## config.mk

```make
export PLATFORM = sky130hd
export DESIGN_NAME = align_group_ctrl
export DESIGN_NICKNAME = d
export VERILOG_FILES = /design/src/rtl/align_pkg.sv /design/src/rtl/max_exp_tracker.sv /design/src/rtl/align_group_ctrl.sv
export SDC_FILE = /design/constraint.sdc
export NUM_CORES = 1
export LEC_CHECK = 0
export BUFFER_PORTS_ARGS = -buffer_cell sky130_fd_sc_hd__clkbuf_2
export CAP_MARGIN = 30
export CORE_MARGIN = 4
export CORE_UTILIZATION = 41
export DETAILED_ROUTE_END_ITERATION = 12
export GPL_ROUTABILITY_DRIVEN = 0
export PLACE_DENSITY = 0.67
export SYNTH_ARGS = -nofsm -noshare
export SYNTH_HDL_FRONTEND = slang
export SYNTH_SLANG_ARGS = --single-unit
```

## constraint.sdc

```tcl
create_clock -name clk -period 5 [get_ports clk]
set_input_delay 0.25 -clock clk [delete_from_list [all_inputs] [get_ports clk]]
set_output_delay 0.25 -clock clk [all_outputs]
set_load 0.05 [all_outputs]
```

## src/rtl/align_pkg.sv

```systemverilog
// Shared types and widths for the FP16 partial-product alignment sequencer.
// Fixed field widths are tied to the alignment datapath beside the controller.
package align_pkg;

  localparam int EXP_W = 5;
  localparam int PP_W  = 5;
  localparam int ALN_W = 16;

  typedef struct packed {
    logic [EXP_W-1:0] exp;
    logic [PP_W-1:0]  pp;
  } pp_entry_t;

  typedef enum logic {
    LOAD  = 1'b0,
    ALIGN = 1'b1
  } ctrl_state_t;

endpackage

```

## src/rtl/max_exp_tracker.sv

```systemverilog
// Registered running maximum of the exponents in the group being loaded.
// The first product of a group loads directly, so a previous group's max never leaks in.
module max_exp_tracker
  import align_pkg::*;
(
  input  logic             clk,
  input  logic             rst_n,
  input  logic             i_clear,
  input  logic             i_load,
  input  logic             i_first,
  input  logic [EXP_W-1:0] i_exp,
  output logic [EXP_W-1:0] o_expMax
);

  logic [EXP_W-1:0] r_expMax;

  always_ff @(posedge clk or negedge rst_n) begin
    if (!rst_n) begin
      r_expMax <= '0;
    end else if (i_clear) begin
      r_expMax <= '0;
    end else if (i_load) begin
      if (i_first || (i_exp > r_expMax)) begin
        r_expMax <= i_exp;
      end
    end
  end

  assign o_expMax = r_expMax;

endmodule

```

## src/rtl/align_group_ctrl.sv

```systemverilog
// Two-pass sequencer: LOAD buffers a group of products and tracks their max exponent,
// ALIGN replays them through the external alignment unit and streams the results.
module align_group_ctrl
  import align_pkg::*;
#(
  parameter int GROUP_N = 9
) (
  input  logic             clk,
  input  logic             rst_n,
  input  logic             clear,
  input  logic             in_valid,
  output logic             in_ready,
  input  logic [EXP_W-1:0] in_exp,
  input  logic [PP_W-1:0]  in_pp,
  output logic [EXP_W-1:0] align_exp,
  output logic [EXP_W-1:0] align_exp_max,
  output logic [PP_W-1:0]  align_pp,
  input  logic [ALN_W-1:0] aligned_pp,
  output logic             out_valid,
  input  logic             out_ready,
  output logic [ALN_W-1:0] out_data,
  output logic             out_last,
  output logic [EXP_W-1:0] group_exp_max
);

  localparam int CNT_W = $clog2(GROUP_N);
  localparam logic [CNT_W-1:0] LAST_IDX = CNT_W'(GROUP_N - 1);

  ctrl_state_t      r_state;
  ctrl_state_t      w_nextState;
  logic [CNT_W-1:0] r_wrCnt;
  logic [CNT_W-1:0] r_rdCnt;
  pp_entry_t        r_buf [GROUP_N];
  logic             w_inFire;
  logic             w_outFire;
  logic             w_wrLast;
  logic             w_rdLast;
  logic [EXP_W-1:0] w_expMax;

  assign w_wrLast = (r_wrCnt == LAST_IDX);
  assign w_rdLast = (r_rdCnt == LAST_IDX);

  always_ff @(posedge clk or negedge rst_n) begin
    if (!rst_n) begin
      r_state <= LOAD;
    end else begin
      r_state <= w_nextState;
    end
  end

  // Handshakes coinciding with clear are discarded, so clear masks both fire strobes.
  always_comb begin
    w_nextState   = r_state;
    in_ready      = 1'b0;
    out_valid     = 1'b0;
    out_last      = 1'b0;
    out_data      = '0;
    align_exp     = '0;
    align_exp_max = '0;
    align_pp      = '0;
    w_inFire      = 1'b0;
    w_outFire     = 1'b0;
    case (r_state)
      LOAD: begin
        in_ready = 1'b1;
        w_inFire = in_valid && !clear;
        if (w_inFire && w_wrLast) begin
          w_nextState = ALIGN;
        end
      end
      ALIGN: begin
        out_valid     = 1'b1;
        align_exp     = r_buf[r_rdCnt].exp;
        align_pp      = r_buf[r_rdCnt].pp;
        align_exp_max = w_expMax;
        out_data      = aligned_pp;
        out_last      = w_rdLast;
        w_outFire     = out_ready && !clear;
        if (w_outFire && w_rdLast) begin
          w_nextState = LOAD;
        end
      end
      default: w_nextState = LOAD;
    endcase
    if (clear) begin
      w_nextState = LOAD;
    end
  end

  always_ff @(posedge clk or negedge rst_n) begin
    if (!rst_n) begin
      r_wrCnt <= '0;
      r_rdCnt <= '0;
    end else if (clear) begin
      r_wrCnt <= '0;
      r_rdCnt <= '0;
    end else begin
      if (w_inFire) begin
        r_wrCnt <= w_wrLast ? '0 : r_wrCnt + 1'b1;
      end
      if (w_outFire) begin
        r_rdCnt <= w_rdLast ? '0 : r_rdCnt + 1'b1;
      end
    end
  end

  always_ff @(posedge clk or negedge rst_n) begin
    if (!rst_n) begin
      for (int i = 0; i < GROUP_N; i++) begin
        r_buf[i] <= '0;
      end
    end else if (w_inFire) begin
      r_buf[r_wrCnt] <= '{exp: in_exp, pp: in_pp};
    end
  end

  max_exp_tracker u_maxExp (
    .clk      (clk),
    .rst_n    (rst_n),
    .i_clear  (clear),
    .i_load   (w_inFire),
    .i_first  (r_wrCnt == '0),
    .i_exp    (in_exp),
    .o_expMax (w_expMax)
  );

  assign group_exp_max = w_expMax;

endmodule

```

# --- Yosys cells after proc, flatten, opt, wreduce, memory -nomap -nowiden ---
# Index checks and enable logic that the tools add are counted.
totals:
  output_inout_bits: 39
  latch_bits: 0
  n_memories: 0
  mem_bits_rw: 0
  rom_bits: 0
  register_bits: 104
op_classes:
  n_eq_ne: 2
  mux: 28
  shift: 0
  bitwise: 3
  mul: 0
  n_addsub: 2
  div_mod_pow: 0
  n_lt_le_gt_ge: 4
  reduce_logical: 12
op_table:
  columns: ["cell", "n"]
  rows:
  - ["bitwise mux 90 bit", 1]
  - ["binary-select mux 10 bit (select 4 bit)", 1]
  - ["demux 10 bit (select 4 bit)", 1]
  - ["2-to-1 mux 10 bit", 3]
  - ["2-to-1 mux 5 bit", 6]
  - ["2-to-1 mux 4 bit", 6]
  - ["2-to-1 mux 16 bit", 1]
  - ["greater-or-equal comparator 5 bit, second input constant", 2]
  - ["NOT 4 -> 5 bit", 2]
  - ["adder 4 x 1 -> 4 bit, second input constant", 2]
  - ["== test 4 bit, second input constant", 2]
  - ["2-to-1 mux 1 bit", 8]
  - ["nonzero test 2 bit", 3]
  - ["> comparator 5 bit", 1]
  - ["logical AND 1 bit", 5]
  - ["less-than comparator 5 x 1 -> 1 bit, second input constant", 1]
  - ["zero test 4 bit", 1]
  - ["one-hot mux 1 bit (2 select lines)", 1]
  - ["AND reduction 2 bit", 1]
  - ["zero test 1 bit", 1]
  - ["logical OR 1 bit", 1]
  - ["NOT 1 bit", 1]

# --- Depth between registers and ports, before layout ---
depth:
  ltp_word: 6
  ltp_mapped: 8
  ltp_nobuf: 7

# --- Cells and area by module ---
# A second synthesis with hierarchy kept.
unflattened:
  hier_cells: 405
  hier_area_um2: 5296.3
by_module_without_submodules:
  columns: ["mod", "area_per_inst_um2", "cells_each", "instances", "seq_area_each_um2"]
  rows:
  - ["align_group_ctrl", 4916.0, 367, 1, 2477.4]
  - ["max_exp_tracker", 380.4, 38, 1, 125.1]

# --- Worst setup path before layout ---
# OpenSTA, ideal clock, no wires.
synth_path:
  path_type: "reg2out"
  start: "register r_state"
  end: "output align_pp[3]"
  slack_ps: 2443
  stages_incl_launch_ff: 6
  n_path_buf: 1
  arrival_time_ps: 2307
  required_ps: 4750
  cell_sequence: "dfrtp_1 buf_6 inv_1 nor3_1 a22oi_1 nand2_1"
synth_between:
  elab_chain_len: 1
synth_lines:
  columns: ["item", "line_no", "rtl"]
  rows:
  - ["start, declared", "align_group_ctrl.sv:29", "ctrl_state_t r_state;"]
  - ["start signal, assigned", "align_group_ctrl.sv:47", "r_state <= w_nextState;"]
  - ["2-to-1 mux 5 bit", "align_group_ctrl.sv:63", "case (r_state)"]
  - ["end, declared", "align_group_ctrl.sv:17", "output logic [PP_W-1:0] align_pp,"]
# Every way passes these cells.

# --- Final worst setup path ---
# Ends and elaborated chain as after synthesis.

==> metrics.txt <==
grt total ovfl=0; post-synthesis sequential area ratio=49.1%; Cell Rows=between 40 and 50; Area after DPL=just under 0.006 sq mm; largest net degree at the start of global routing=58; vias per inst=approximately 5.3; critical path arrival=between 2 and 3 ns; NumNets Final=between 400 and 500; Crit. Startpoint=r_state$_DFF_PN0_; number of enable flip-flop cells after synthesis=0; DR iter-0 viols=between 150 and 200; Crit path depth=5; Clock transition at path regs=~0.07 ns; Final Cycle Share=around three fifths; RSZ-0062 raised after global routing=false; root buf cell=clkbuf_16; TNS Setup=0 ns; core box area=between 0.01 and 0.015 sq mm; Worst Setup EP=align_pp[3]; worst slew pin tran=0.999 ns; Clock Latency Late Sink=roughly 0.33 ns; WS Path Type=flip-flop to output port; CP Cell Sequence=inv_1 > nor3_2 > a22oi_1 > nand2_1 > clkbuf_2; starting density of the core=42.0%; Power Density=around 320 mW/mm^2; Longest Clk Path Bufs=2; CP max stage cell=nor3_2; outcome=completed; Synth Flop Type=dfrtp_1; endpoints failing hold=0; post-layout util=a little under 50%; Pleak=2.97 nW; Crit path max-delay family=simple AND/OR/NAND/NOR gates; Slew headroom=about a third; syn_area_per_cell=roughly 14 sq um; CTS tree=built; routed vias=3354; placed cells=610; top post-synthesis cells by count=dfrtp_1, mux2_2, mux2_4; Max Fclk=roughly 0.32 GHz; flop2flop setup slack=around 2.6 ns; Setup Buffers After CTS=0; post-route cell area=about 0.0061 sq mm; Die ar.=between 0.01 and 0.015 sq mm; Pins Over Slew Limit=0; Area contributors post-synth=dfrtp_1, mux2_4, mux2_2, mux4_2, nand2_1; Post-synth ARST share=100%; initial antenna violation count=0; worst vdd ir=around 0.21 mV; area leader, netlist=dfrtp_1; Die Wd=about 120 um; Worst Hold Class=primary input to flip-flop; cells on worst reg2reg path=6; Vert. Die Dim=about 120 um; Syn. warnings=0; drt pass-1 iters=4; Antenna Cells=0; DRC Markers=0; WP buf/inv=2; vias in the first global route=between 3000 and 4000; Place WS=~2.3 ns; Final ANT Viol Nets=0; Worst Path Required=4.75 ns; HPWL after DPL=around 8 mm; wire per inst=between 15 and 20 um; CP max FO=28; share of post-route cells with drive strength above 1=between 40% and 50%; H-tree depth=3; Port Buf Inserts=69; GRT Total Usage=between 15 and 20%; worst hold margin=roughly 0.17 ns; routed wire length=between 10 and 15 mm; clk sinks=104; FF+latch count, synth=approximately 100; CP peak stage delay=0.86 ns; CTS buffer count=9; crit start category=flip-flop; non-filler cells, final=~630; Syn Nets=around 430; I/O pin count=70; first-pass GRT wire length=just under 20 mm; Mapped Area=between 0.005 and 0.006 sq mm; Synth-to-Final Area Change=15.4%; post-synth top area share=between 40% and 50%; Worst setup EP type=output port; cts repair resizes=0; Cells after Synth=slightly below 400; Worst R2R End=r_buf[2]$_DFFE_PN0P_; max_cap viols=0; min Tclk post-route=slightly above 3 ns; Final Skew=between 0.005 and 0.006 ns; post-route setup slack=1.92 ns; count leader, synth=dfrtp_1; RR Startpoint=r_wrCnt[0]$_DFFE_PN0P_; final setup violation count=0; Yosys cell types=37; total power=a little under 2 mW; Post-CTS Hold Fix Bufs=1
## logic make-up after synthesis
| group | count (synthesis) | share of synthesized area, % |
|---|---|---|
| flops | 104 | 49.1 |
| simple gates | 92 | 10.5 |
| fa+ha+maj | 11 | 2.59 |
| mux | 106 | 29.6 |
| buf+inv | 33 | 3.16 |
| compound gates | 39 | 5.07 |
## where the power goes
group	switching, mW	internal, mW	leakage, nW
Clock	0.298	0.403	0.139
Sequential	0.0484	0.934	1.38
Combinational	0.122	0.141	1.45
## routing by layer
| layer | vias to the layer above | share of wire (%) | global-route usage, % |
|---|---|---|---|
| li1 | 1520 | - | - |
| met1 | 1739 | 46 | 23.4 |
| met2 | 86 | 49 | 27.5 |
| met3 | 9 | 4.0 | 3.53 |
| met4 | 0 | 0.82 | 3.22 |
| met5 | - | 0 | 0 |
## final cells by class
type | count | area (sq um)
timing repair buffer | 76 | 423
clock buffer | 12 | 246
clock inverter | 4 | 53.8
tap | 172 | 215
fill | 1146 | 6500
sequential | 104 | 2600
multi-input combinational | 248 | 2540
inverter | 11 | 41.3
## cells in the final DEF, fill, tap and decap left out, drive strengths merged
cell type,n
dfrtp,104
mux2,86
clkbuf,80
nand2,41
mux4,20
and2,19
inv,11
nor2,11
a22oi,11
ha,11
a21oi,8
o21ai,7
buf,7
a32o,6
nor3,6
nand3,5
a31oi,3
nor2b,2
and3,2
clkinvlp,2
nor4b,1
and3b,1
and2b,1
a311oi,1
nand2b,1
o211ai,1
a211o,1
nor4,1
a21o,1
nand4,1
clkinv,1
bufinv,1
dlygate4sd3,1
## sequential cells by signal, summed over array words and instances (netlist names)
signal / count
r_state: 1
r_rdCnt: 4
r_buf: 90
r_wrCnt: 4
u_maxExp.o_expMax: 5
## how the worst min path moves through the flow
stage                          from  slack [ns]                     to  cells past startpoint
final                     out_ready        0.17      r_state$_DFF_PN0_                      2
after global routing      out_ready        0.19      r_state$_DFF_PN0_                      2
after CTS                 out_ready        0.17      r_state$_DFF_PN0_                      2
after detailed placement      rst_n        0.15  r_buf[29]$_DFFE_PN0P_                      1
after global placement        rst_n        0.14  r_buf[29]$_DFFE_PN0P_                      1
after floorplan               rst_n       -0.05   r_buf[0]$_DFFE_PN0P_                      0
(Power assumes the default switching activity.)
